--- src/rtl/funnel_pkg.sv ---
// Package: funnel_pkg
// Shared definitions for the funnel arbiter.
//   state_t     : arbiter FSM states (IDLE, ARM, XFER, DROP)
//   RED_1/RED_2 : the two legal reduct encodings in mode bits [1:0]
//   IDX_W       : width of requester indices (covers up to 8 requesters)
//   mode_legal  : true when a reduct field selects a supported reduction
package funnel_pkg;

  typedef enum logic [1:0] {
    IDLE = 2'd0,
    ARM  = 2'd1,
    XFER = 2'd2,
    DROP = 2'd3
  } state_t;

  localparam logic [1:0] RED_1 = 2'b01;
  localparam logic [1:0] RED_2 = 2'b10;
  localparam int         IDX_W = 3;

  function automatic logic mode_legal(input logic [1:0] reduct);
    return (reduct == RED_1) || (reduct == RED_2);
  endfunction

endpackage

--- src/rtl/funnel_rr_pick.sv ---
// Module: funnel_rr_pick
// Combinational round-robin picker. Scans the request vector starting at
// ptr and wrapping, returning the first active requester.
// Ports:
//   req        in   N_REQ   request vector
//   ptr        in   IDX_W   highest-priority index (always < N_REQ)
//   win_onehot out  N_REQ   one-hot winner, 0 when no request
//   win_idx    out  IDX_W   winner index, 0 when no request
//   win_valid  out  1       at least one request present
module funnel_rr_pick
  import funnel_pkg::*;
#(
  parameter int N_REQ = 4
) (
  input  logic [N_REQ-1:0] req,
  input  logic [IDX_W-1:0] ptr,
  output logic [N_REQ-1:0] win_onehot,
  output logic [IDX_W-1:0] win_idx,
  output logic             win_valid
);

  int j;

  always_comb begin
    win_onehot = '0;
    win_idx    = '0;
    win_valid  = 1'b0;
    j          = 0;
    for (int k = 0; k < N_REQ; k++) begin
      // ptr < N_REQ, so a single subtraction is enough to wrap.
      j = int'(ptr) + k;
      if (j >= N_REQ) j = j - N_REQ;
      if (!win_valid && req[j]) begin
        win_valid     = 1'b1;
        win_onehot[j] = 1'b1;
        win_idx       = IDX_W'(j);
      end
    end
  end

endmodule

--- src/rtl/funnel_arb.sv ---
// Module: funnel_arb
// Shares the funnel t_0 request port between N_REQ requesters. Grants
// round-robin, holds the grant for one complete reduction group and
// drives the winner's mode-table entry onto f_mode. f_mode only changes
// when leaving IDLE; a one-cycle ARM state lets the funnel sample the new
// mode before f_req rises. Requests whose mode has an illegal reduct are
// acknowledged and dropped with an err_drop pulse.
// Optional feature macro: FUNNEL_ARB_STATS_EN adds per-requester 16-bit
// saturating completed-group counters (stat_grp) and a synchronous clear
// (stat_clr).
// Ports:
//   clk, reset_n       clock, asynchronous active-low reset
//   r_req / r_ack      per-requester request (held) / acknowledge
//   cfg_req/id/mode    mode-table write; cfg_ack is always 1
//   f_req / f_ack      funnel t_0 request / last-beat acknowledge
//   f_mode             mode presented to the funnel
//   grant              one-hot current owner, 0 when idle
//   err_drop           1-cycle pulse when a request is dropped
module funnel_arb
  import funnel_pkg::*;
#(
  parameter int                N_REQ    = 4,
  parameter int                MODE_W   = 8,
  parameter logic [MODE_W-1:0] MODE_RST = MODE_W'(8'h02)
) (
  input  logic              clk,
  input  logic              reset_n,
  input  logic [N_REQ-1:0]  r_req,
  output logic [N_REQ-1:0]  r_ack,
  input  logic              cfg_req,
  input  logic [2:0]        cfg_id,
  input  logic [MODE_W-1:0] cfg_mode,
  output logic              cfg_ack,
  output logic              f_req,
  input  logic              f_ack,
  output logic [MODE_W-1:0] f_mode,
  output logic [N_REQ-1:0]  grant,
  output logic              err_drop
`ifdef FUNNEL_ARB_STATS_EN
  ,
  output logic [N_REQ*16-1:0] stat_grp,
  input  logic                stat_clr
`endif
);

  state_t            state_reg, state_next;
  logic [N_REQ-1:0]  grant_reg, grant_next;
  logic [IDX_W-1:0]  win_reg, win_next;
  logic [IDX_W-1:0]  rr_ptr_reg, rr_ptr_next;
  logic [MODE_W-1:0] f_mode_reg, f_mode_next;
  logic [MODE_W-1:0] mode_table [N_REQ];

  logic [N_REQ-1:0]  pick_onehot;
  logic [IDX_W-1:0]  pick_idx;
  logic              pick_valid;
  logic [MODE_W-1:0] pick_mode;
  logic              owner_req;
  logic [IDX_W-1:0]  ptr_after_win;

  funnel_rr_pick #(.N_REQ(N_REQ)) u_pick (
    .req        (r_req),
    .ptr        (rr_ptr_reg),
    .win_onehot (pick_onehot),
    .win_idx    (pick_idx),
    .win_valid  (pick_valid)
  );

  // Table is read with its current contents, so a write landing in the
  // same cycle as a grant of that id leaves the winner with the old mode.
  always_ff @(posedge clk or negedge reset_n) begin
    if (!reset_n) begin
      for (int i = 0; i < N_REQ; i++) mode_table[i] <= MODE_RST;
    end else if (cfg_req) begin
      // Ids >= N_REQ match no entry and are silently ignored.
      for (int i = 0; i < N_REQ; i++)
        if (cfg_id == IDX_W'(i)) mode_table[i] <= cfg_mode;
    end
  end

  always_comb begin
    pick_mode = '0;
    for (int i = 0; i < N_REQ; i++)
      if (pick_onehot[i]) pick_mode = mode_table[i];
  end

  assign owner_req     = |(r_req & grant_reg);
  assign ptr_after_win = (win_reg == IDX_W'(N_REQ - 1)) ? '0 : win_reg + IDX_W'(1);

  always_ff @(posedge clk or negedge reset_n) begin
    if (!reset_n) begin
      state_reg  <= IDLE;
      grant_reg  <= '0;
      win_reg    <= '0;
      rr_ptr_reg <= '0;
      f_mode_reg <= MODE_RST;
    end else begin
      state_reg  <= state_next;
      grant_reg  <= grant_next;
      win_reg    <= win_next;
      rr_ptr_reg <= rr_ptr_next;
      f_mode_reg <= f_mode_next;
    end
  end

  always_comb begin
    state_next  = state_reg;
    grant_next  = grant_reg;
    win_next    = win_reg;
    rr_ptr_next = rr_ptr_reg;
    f_mode_next = f_mode_reg;
    f_req       = 1'b0;
    r_ack       = '0;
    err_drop    = 1'b0;
    case (state_reg)
      IDLE: begin
        if (pick_valid) begin
          grant_next  = pick_onehot;
          win_next    = pick_idx;
          f_mode_next = pick_mode;
          state_next  = mode_legal(pick_mode[1:0]) ? ARM : DROP;
        end
      end
      ARM: begin
        state_next = XFER;
      end
      XFER: begin
        // A requester dropping r_req mid-group only lowers f_req; the
        // group is still in flight so ownership and mode stay put.
        f_req = owner_req;
        r_ack = grant_reg & {N_REQ{owner_req & f_ack}};
        if (owner_req && f_ack) begin
          grant_next  = '0;
          rr_ptr_next = ptr_after_win;
          state_next  = IDLE;
        end
      end
      DROP: begin
        r_ack       = grant_reg;
        err_drop    = 1'b1;
        grant_next  = '0;
        rr_ptr_next = ptr_after_win;
        state_next  = IDLE;
      end
      default: state_next = IDLE;
    endcase
  end

  assign grant   = grant_reg;
  assign f_mode  = f_mode_reg;
  assign cfg_ack = 1'b1;

`ifdef FUNNEL_ARB_STATS_EN
  logic grp_done;
  genvar gi;

  assign grp_done = (state_reg == XFER) && owner_req && f_ack;

  for (gi = 0; gi < N_REQ; gi++) begin : g_stat
    logic [15:0] cnt_reg;
    always_ff @(posedge clk or negedge reset_n) begin
      if (!reset_n)
        cnt_reg <= '0;
      else if (stat_clr)
        cnt_reg <= '0;
      else if (grp_done && grant_reg[gi] && (cnt_reg != 16'hFFFF))
        cnt_reg <= cnt_reg + 16'd1;
    end
    assign stat_grp[gi*16 +: 16] = cnt_reg;
  end
`endif

endmodule

--- config.mk ---
export PLATFORM = sky130hd
export DESIGN_NAME = funnel_arb
export DESIGN_NICKNAME = d
export VERILOG_FILES = /design/src/rtl/funnel_pkg.sv /design/src/rtl/funnel_rr_pick.sv /design/src/rtl/funnel_arb.sv
export SDC_FILE = /design/constraint.sdc
export NUM_CORES = 1
export LEC_CHECK = 0
export CORE_MARGIN = 5
export CORE_UTILIZATION = 45
export DETAILED_ROUTE_END_ITERATION = 12
export MAX_ROUTING_LAYER = met4
export PLACE_DENSITY = 0.7
export SLEW_MARGIN = 0
export SYNTH_ARGS = -nofsm -noshare
export SYNTH_HDL_FRONTEND = slang
export SYNTH_SLANG_ARGS = --single-unit
--- constraint.sdc ---
create_clock -name clk -period 7.7 [get_ports clk]
set_clock_uncertainty 0.15 [all_clocks]
set_input_delay 1.925 -clock clk [delete_from_list [all_inputs] [get_ports clk]]
set_output_delay 1.925 -clock clk [all_outputs]
set_load 0.05 [all_outputs]
==> flow_summary.yaml, run 1 <==
sta:
  relSlewSlack_pct: 54.9
  drv_slew: 0
  setup_viol: 0
  worst_pin_slew_ns: 0.676
  max_freq_mhz: 161
  period_needed_ns: 6.20
  fin_ws_ns: 1.50
  rsz0062_at_grt: "false"
  fin_tns_setup_ns: 0
  min_period_over_period_pct: 80.5
  hold_viol: 0
clock_tree:
  cts-resized-gates: 0
  cts_sinks: 52
  cts.clk_slew.worst_paths_ns: 0.09
  insertion_delay_ns: 0.30
  clockBufferDepth: 2
  htreeDepth: 2
  cts_setup_buffers: 0
  cts_tree: "built"
  clockRootBuffer: "clkbuf_8"
  numCtsBuffers: 5
  cts_hold_buf: 0
routing:
  first_iter_violations: 78
  viasPerCell: 5.68
  ant_nets: 0
  vias: 2146
  wire_per_inst_um: 16.6
  routed_wl_mm: 6.27
  first_pass_iters: 4
  drc: 0
worst_setup_path:
  start_kind: "input pin"
  critPathMostFrequentCell: "clkdlybuf4s50_1"
  worst-path-max-fanout: 15
  setup.worst_path.end_class: "output pin"
  cp.required_ns: 5.62
  cp_cell_sequence: "clkdlybuf4s50_1 > a22oi_1 > a21boi_0 > a21oi_1 > buf_4 > nor2b_1 > clkdlybuf4s50_1"
  slowest_delay_ns: 0.82
  crit_type: "input pin to output pin"
  cp.arrival_ns: 4.13
  cp_slowest_cell: "clkdlybuf4s50_1"
final_layout:
  num-fill-cells: 572
  nets: 332
  fin_area_um2: 3450
  diodes: 0
  layoutNonFillerInstCount: 378
  drive_above_1_share_pct: 21.9
  area_growth_pct: 18.3
  largest_reg_flops: 32
synth:
  async_reset_ff_share_pct: 100
  syn_area_per_cell_um2: 11.1
  mappedNetlistNets: 295
  synth_cell_type_count: 51
  ys_ff_latch: 52
  synthCells: 263
  synth_area_leaders: "dfrtp_1 (40%), mux2_2 (12%), ha_1 (5.6%)"
  yosys_warnings: 0
  yosysSeqAreaShare_pct: 44.8
  synth_edf_count: 0
  yosysTopAreaCellShare_pct: 40.3
  synth_top_cell_by_area: "dfrtp_1"
  synthFlopType: "dfrtp_1"
  netlist_area_um2: 2920
floorplan:
  ios: 38
  die_w_um: 90.5
  die_height_um: 90.5
  rows: 29
  initial_utilization_pct: 46.2
  core_area_um2: 6310
  die_area_um2: 8190
power_and_ir_drop:
  p_int_uw: 753
  leakagePower_uw: 0.00144
  swShare_pct: 45.4
  max-vdd-ir-drop_mv: 0.199
  powerDensity_nw_per_um2: 399
  p_clk_share_pct: 11.6
  pwr-share-seq_pct: 30.8
  comb_power_share_pct: 57.6
  p_sw_uw: 625
global_routing:
  grt_pass1_wl_mm: 10.4
  grt_antenna_before_repair: 0
  grt_pass1_vias: 2082
  track_usage_pct: 15.9
  grt_max_degree: 53
  overflow: 0
placement:
  dpl_cell_area_um2: 3360
  routabilityCongestion: 0.820
  io_buffers: 36
  preCtsSetupSlack_ns: 1.50
  dp.cells: 370
  dpl.hpwl_mm: 4.45
min_path:
  hold_path_class: "flop to flop"
run_status:
  outcome: "completed"
flow_run:
  cap_violations: 0
[final cells by class]
class | instances | area (µm²) | share of cell area [%]
tap | 77 | 96.3 | 2.79
clock inverter | 1 | 7.51 | 0.217
inverter | 7 | 26.3 | 0.761
sequential | 52 | 1310 | 37.9
multi-input combinational | 192 | 1530 | 44.3
timing repair buffer | 42 | 400 | 11.6
clock buffer | 7 | 86.3 | 2.50
[final timing paths]
kind | startpoint | endpoint | slack [ns] | depth (start not counted)
max in group asynchronous | reset_n | mode_table[20] | 5.41 | 2
hold reg to reg | f_mode[1] | f_mode[1] | 0.32 | 2
setup / recovery | r_req[0] | r_ack[0] | 1.50 | 7
min in group asynchronous | reset_n | mode_table[6] | 1.56 | 2
setup reg to reg | rr_ptr_reg[0] | win_reg[0] | 3.55 | 10
hold / removal | f_mode[1] | f_mode[1] | 0.32 | 2
[layer usage]
metal / part of all wire (%) / track usage [%]
met5: 0 / -
met4: 0.94 / 4.96
met3: 3.5 / 3.17
met2: 49 / 25.1
met1: 46 / 20.7
[stage by stage]
stage / util, % / hold slack, ns / total power (µW)
floorplan: - / 0.304 / 1030
global placement: 53.2 / 0.308 / 1210
detailed placement: 53.2 / 0.310 / 1220
CTS: 54.7 / 0.323 / 1390
global route: 54.7 / 0.353 / 1480
finish: 54.7 / 0.318 / 1380
[worst max-delay path: cells and delay by family]
family | cells | cell delay [ns]
simple gates | 1 | 0.12
buf+inv | 3 | 1.59
compound gates | 3 | 0.49
[cells by family after synthesis]
logic type	Yosys count	synth area share, %
AO/OA/AOI/OAI	69	16.6
buffers and inverters	19	3.04
multiplexers	39	16.2
other	1	0.129
adder cells (fa/ha/maj)	13	5.57
XOR/XNOR	4	1.20
flip-flops	52	44.8
AND/OR/NAND/NOR	66	12.5
[power by group through the flow]
stage          clock network (µW)  logic (µW)  registers [µW]
2_1_floorplan                   0         538             487
3_3_place_gp                    0         782             428
3_5_place_dp                    0         794             430
4_1_cts                       164         798             425
5_1_grt                       176         866             438
6_report                      160         793             424
[cells in the final DEF (no fill, tap or decap), drive strengths merged, types with 2 or more instances in the layout]
cell           Yosys  routed
dfrtp             47      47
clkdlybuf4s50      0      35
mux2              33      33
a21oi             20      20
nand2             20      20
nor2              19      19
o21ai             17      17
ha                13      13
a22oi             10      10
inv                7       7
a211o              7       7
clkbuf             7       7
buf                5       7
nor2b              6       6
nand3              6       6
dfstp              5       5
mux4               3       3
xor2               3       3
o311ai             3       3
mux2i              3       3
a21boi             2       2
nor4bb             2       2
nand4b             2       2
nand3b             2       2
a221oi             2       2
or2                2       2
nor4               2       2
o21ba              2       2
[synth_stat cells (3+ instances only)]
| master | count |
|---|---|
| nand2_1 | 20 |
| a21oi_1 | 20 |
| dfrtp_1 | 47 |
| o21ai_0 | 14 |
| a211o_1 | 7 |
| o21ai_1 | 3 |
| nor2b_1 | 6 |
| a22oi_1 | 8 |
| nand3_1 | 6 |
| ha_1 | 13 |
| dfstp_2 | 5 |
| nor2_1 | 18 |
| mux4_2 | 3 |
| clkbuf_1 | 7 |
| inv_1 | 7 |
| mux2_2 | 31 |
| xor2_1 | 3 |
Note: power is estimated with default switching activity, not from simulation.
==> run 2: changes to the inputs <==
clock period = 6.1 ns   (was 7.7 ns; I/O delays follow)
==> flow_summary.yaml, run 2 (synthesis results as in run 1) <==
global_routing:
  grt_pass1_wl_mm: 10.3
  track_usage_pct: 15.8
  overflow: 0
  grt_pass1_vias: 2037
  grt_max_degree: 53
  grt_antenna_before_repair: 0
sta:
  max_freq_mhz: 187
  period_needed_ns: 5.36
  setup_viol: 0
  drv_slew: 0
  min_period_over_period_pct: 87.8
  relSlewSlack_pct: 55.2
  fin_tns_setup_ns: 0
  worst_pin_slew_ns: 0.672
  rsz0062_at_grt: "false"
  fin_ws_ns: 0.745
  hold_viol: 0
floorplan:
  die_area_um2: 8190
  core_area_um2: 6310
  rows: 29
  die_w_um: 90.5
  ios: 38
  initial_utilization_pct: 46.2
  die_height_um: 90.5
min_path:
  holdCritStartpoint: "f_mode[1]"
  holdPathEnd: "f_mode[1]"
  hold-path-cell-count: 2
  hold_path_class: "flop to flop"
routing:
  first_pass_iters: 4
  vias: 2112
  ant_nets: 0
  drc: 0
  wire_per_inst_um: 16.6
  dr.max_layer_used: "met4"
  routed_wl_mm: 6.31
  m1WireLength_mm: 2.91
  route.met2.wl_mm: 3.03
  first_iter_violations: 85
  viasPerCell: 5.57
  dr_wl_met3_um: 271
worst_setup_path:
  cp.required_ns: 4.43
  crit_type: "input pin to output pin"
  cp_cell_sequence: "clkdlybuf4s50_1 > a22oi_1 > a21boi_0 > a21oi_1 > buf_4 > nor2b_1 > clkdlybuf4s50_1"
  slowest_delay_ns: 0.82
  critPathMostFrequentCell: "clkdlybuf4s50_1"
  reg2reg_depth: 10
  r2r-end: "state_reg[1]"
  crit_path_start: "r_req[0]"
  setup.worst_path.end_class: "output pin"
  worst-path-max-fanout: 15
  cp_slowest_cell: "clkdlybuf4s50_1"
  cp.arrival_ns: 3.68
  r2r-start: "rr_ptr_reg[0]"
  reg2reg_slack_ns: 1.96
  start_kind: "input pin"
final_layout:
  num-fill-cells: 553
  nets: 333
  regArea_um2: 1310
  post-route-util_pct: 55.1
  final_common_cell: "dfrtp_1"
  area_growth_pct: 19.2
  multi_input_area_um2: 1530
  largest_reg_flops: 32
  drive_above_1_share_pct: 22.2
  diodes: 0
  layout_common_cells: "dfrtp_1 (47), clkdlybuf4s50_1 (35), mux2_2 (31), a21oi_1 (20), nand2_1 (20)"
clock_tree:
  clockBufferDepth: 2
  numCtsBuffers: 5
  cts_sinks: 52
  cts_tree: "built"
  cts_setup_buffers: 0
  clockRootBuffer: "clkbuf_8"
  htreeDepth: 2
  cts-resized-gates: 0
  cts_hold_buf: 0
  cts.clk_slew.worst_paths_ns: 0.09
  insertion_delay_ns: 0.30
power_and_ir_drop:
  p_clk_share_pct: 13.2
  max-vdd-ir-drop_mv: 0.258
  powerDensity_nw_per_um2: 511
  p_int_uw: 984
  leakagePower_uw: 0.00146
  pwr-share-seq_pct: 30.2
  swShare_pct: 44.6
  fin_total_pwr_uw: 1780
  comb_power_share_pct: 56.7
  p_sw_uw: 793
flow_run:
  cap_violations: 0
placement:
  routabilityCongestion: 0.823
  io_buffers: 36
  preCtsSetupSlack_ns: 0.751
  dpl.hpwl_mm: 4.50
run_status:
  outcome: "completed"
[run 2: cell types whose count changed in the layout (fill, tap and decap cells not counted), sizes merged]
cell	before	now
buf	7	8
clkbuf	7	6
clkinvlp	1	0
bufinv	0	1
inv	7	8
[run 2: area by class of cell]
class / instances / area share (%)
clock buffer: 6 / 2.09
inverter: 7 / 0.756
timing repair buffer: 43 / 11.7
tap: 77 / 2.77
sequential: 52 / 37.6
clock inverter: 2 / 1.12
multi-input combinational: 192 / 43.9
[run 2: critical path: cells and delay by family]
kind | cells | cell delay [ns]
simple gates | 1 | 0.13
buf+inv | 3 | 1.58
compound gates | 3 | 0.45
[run 2: per-stage QoR]
| stage | hold WS [ns] | instances | area [µm²] |
|---|---|---|---|
| 2_1_floorplan | 0.304 | 263 | 2920 |
| 3_3_place_gp | 0.309 | 371 | 3370 |
| 3_5_place_dp | 0.328 | 371 | 3370 |
| 4_1_cts | 0.341 | 379 | 3480 |
| 5_1_grt | 0.372 | 379 | 3480 |
| 6_report | 0.336 | 379 | 3480 |
[run 2: layer usage]
layer  vias to the layer above  GRT usage [%]
li1                       1028              -
met1                      1028           20.3
met2                        48           25.0
met3                         8           3.33
met4                         0           4.96
met5                         -              -
[run 2: worst max-delay path by stage]
stage | endpoint | cells past startpoint | slack (ns)
2_1_floorplan | r_ack[0] | 4 | 1.72
3_3_place_gp | r_ack[1] | 7 | 0.81
3_5_place_dp | r_ack[3] | 7 | 0.75
4_1_cts | r_ack[3] | 7 | 0.73
5_1_grt | r_ack[0] | 7 | 0.66
6_report | r_ack[3] | 7 | 0.74
[run 2: power by group through the flow]
stage / sequential [µW] / clock, µW / combinational (µW)
6_report: 536 / 234 / 1010
5_1_grt: 552 / 256 / 1100
4_1_cts: 538 / 240 / 1010
3_5_place_dp: 544 / 0 / 1010
3_3_place_gp: 541 / 0 / 992
2_1_floorplan: 615 / 0 / 679
==> run 3: changes to the inputs <==
SYNTH_HIERARCHICAL = 1   (was not set)
==> flow_summary.yaml, run 3 <==
final_layout:
  post-route-util_pct: 53.4
  diodes: 0
  multi_input_area_um2: 1400
  nets: 317
  regArea_um2: 1310
  layoutNonFillerInstCount: 367
  area_growth_pct: 17.5
  layout_common_cells: "dfrtp_1 (47), clkdlybuf4s50_1 (35), mux2_2 (31), nand2_1 (27), a21oi_1 (17)"
  num-fill-cells: 546
  drive_above_1_share_pct: 22.4
  final_common_cell: "dfrtp_1"
  largest_reg_flops: 32
floorplan:
  die_area_um2: 7990
  ios: 38
  core_area_um2: 6240
  rows: 29
  die_w_um: 89.4
  initial_utilization_pct: 45.4
  die_height_um: 89.4
sta:
  drv_slew: 0
  hold_viol: 0
  setup_viol: 0
  rsz0062_at_grt: "false"
  relSlewSlack_pct: 45.3
  period_needed_ns: 5.32
  fin_tns_setup_ns: 0
  min_period_over_period_pct: 87.2
  worst_pin_slew_ns: 0.816
  max_freq_mhz: 188
clock_tree:
  cts_sinks: 52
  htreeDepth: 2
  clockRootBuffer: "clkbuf_8"
  insertion_delay_ns: 0.30
  cts_tree: "built"
  cts_setup_buffers: 0
  cts.clk_slew.worst_paths_ns: 0.09
  cts_hold_buf: 0
  numCtsBuffers: 5
  clockBufferDepth: 2
  cts-resized-gates: 0
worst_setup_path:
  slowest_delay_ns: 0.69
  setup.worst_path.end_class: "output pin"
  cp_cell_sequence: "clkdlybuf4s50_1 > a22o_1 > o211ai_2 > nand2_2 > and2_2 > clkdlybuf4s50_1"
  critPathMostFrequentCell: "clkdlybuf4s50_1"
  cp.required_ns: 4.43
  crit_type: "input pin to output pin"
  worst-path-max-fanout: 12
  cp_slowest_cell: "clkdlybuf4s50_1"
  cp.arrival_ns: 3.64
  start_kind: "input pin"
routing:
  first_pass_iters: 4
  wire_per_inst_um: 16.2
  routed_wl_mm: 5.93
  first_iter_violations: 69
  ant_nets: 0
  vias: 2046
  drc: 0
  viasPerCell: 5.57
global_routing:
  grt_max_degree: 53
  track_usage_pct: 17.0
  grt_antenna_before_repair: 0
  grt_pass1_wl_mm: 10.1
  grt_pass1_vias: 2063
  overflow: 0
placement:
  routabilityCongestion: 0.803
  dp.cells: 359
  dpl.hpwl_mm: 4.05
  io_buffers: 36
synth:
  ys_ff_latch: 52
  synth_edf_count: 0
  mappedNetlistNets: 283
  syn_area_per_cell_um2: 11.1
  yosysMostFrequentCell: "dfrtp_1"
  yosysSeqAreaShare_pct: 46.1
  synth_top_cell_by_area: "dfrtp_1"
  synthCells: 255
  synth_area_leaders: "dfrtp_1 (41%), mux2_2 (12%), dfstp_2 (4.6%)"
  synth_commonest_cells: "dfrtp_1 (47), mux2_2 (31), nand2_1 (27)"
  yosysTopAreaCellShare_pct: 41.5
  netlist_area_um2: 2840
  synth_cell_type_count: 49
  yosys_warnings: 6
  async_reset_ff_share_pct: 100
  synthFlopType: "dfrtp_1"
power_and_ir_drop:
  max-vdd-ir-drop_mv: 0.210
  powerDensity_nw_per_um2: 513
  leakagePower_uw: 0.00143
min_path:
  hold_path_class: "flop to flop"
run_status:
  outcome: "completed"
flow_run:
  cap_violations: 0
==> run 3: power breakdown <==
group          switching, µW  total [µW]  internal [µW]
clock                    107         198           90.7
combinational            576         977            401
sequential              83.7         536            452
total                    767        1710            943
==> run 3: cell families after synthesis <==
logic type	synth area share, %
compound gates	15.0
other cells	0.132
simple gates	13.4
mux	16.5
fa+ha+maj	3.97
xor+xnor	0.309
flops	46.1
buf+inv	4.59
==> run 3: critical path, delay by kind of cell <==
kind	cells	cell delay, ns
AOI/OAI and AO/OA	2	0.47
buffers and inverters	2	1.22
and+or+nand+nor	2	0.42
==> run 3: area by class of cell <==
type,count,share of cell area (%)
multi-input combinational,177,41.9
inverter,12,1.35
timing repair buffer,41,11.8
clock inverter,2,0.300
sequential,52,39.2
tap,77,2.89
clock buffer,6,2.48
==> run 3: metrics by stage <==
stage	hold WS [ns]	setup WS (ns)	cell area, µm²	power, µW
finish	0.347	0.780	3330	1710
global route	0.386	0.660	3330	1840
CTS	0.344	0.776	3330	1730
detailed placement	0.321	0.786	3240	1520
global placement	0.311	0.859	3240	1510
floorplan	0.300	1.55	2840	1270
==> run 3: final timing paths <==
path	from	endpoint	slack [ns]	cells past startpoint
worst min register to register	win_reg[1]	win_reg[1]	0.35	2
max in group asynchronous	reset_n	mode_table[5]	4.20	2
worst min-delay path	win_reg[1]	win_reg[1]	0.35	2
min in group asynchronous	reset_n	mode_table[2]	1.18	2
worst max-delay path	r_req[0]	r_ack[3]	0.78	6
worst max register to register	rr_ptr_reg[0]	state_reg[1]	1.77	10
==> run 3: layer usage <==
metal | wire length, µm | track usage, % | part of all wire (%) | vias to the layer above
met4 | 76 | 4.87 | 1.3 | 0
met2 | 2730 | 26.7 | 46 | 41
met1 | 2900 | 22.8 | 49 | 1013
li1 | - | - | - | 985
met3 | 220 | 2.86 | 3.7 | 7
met5 | 0 | - | 0 | -
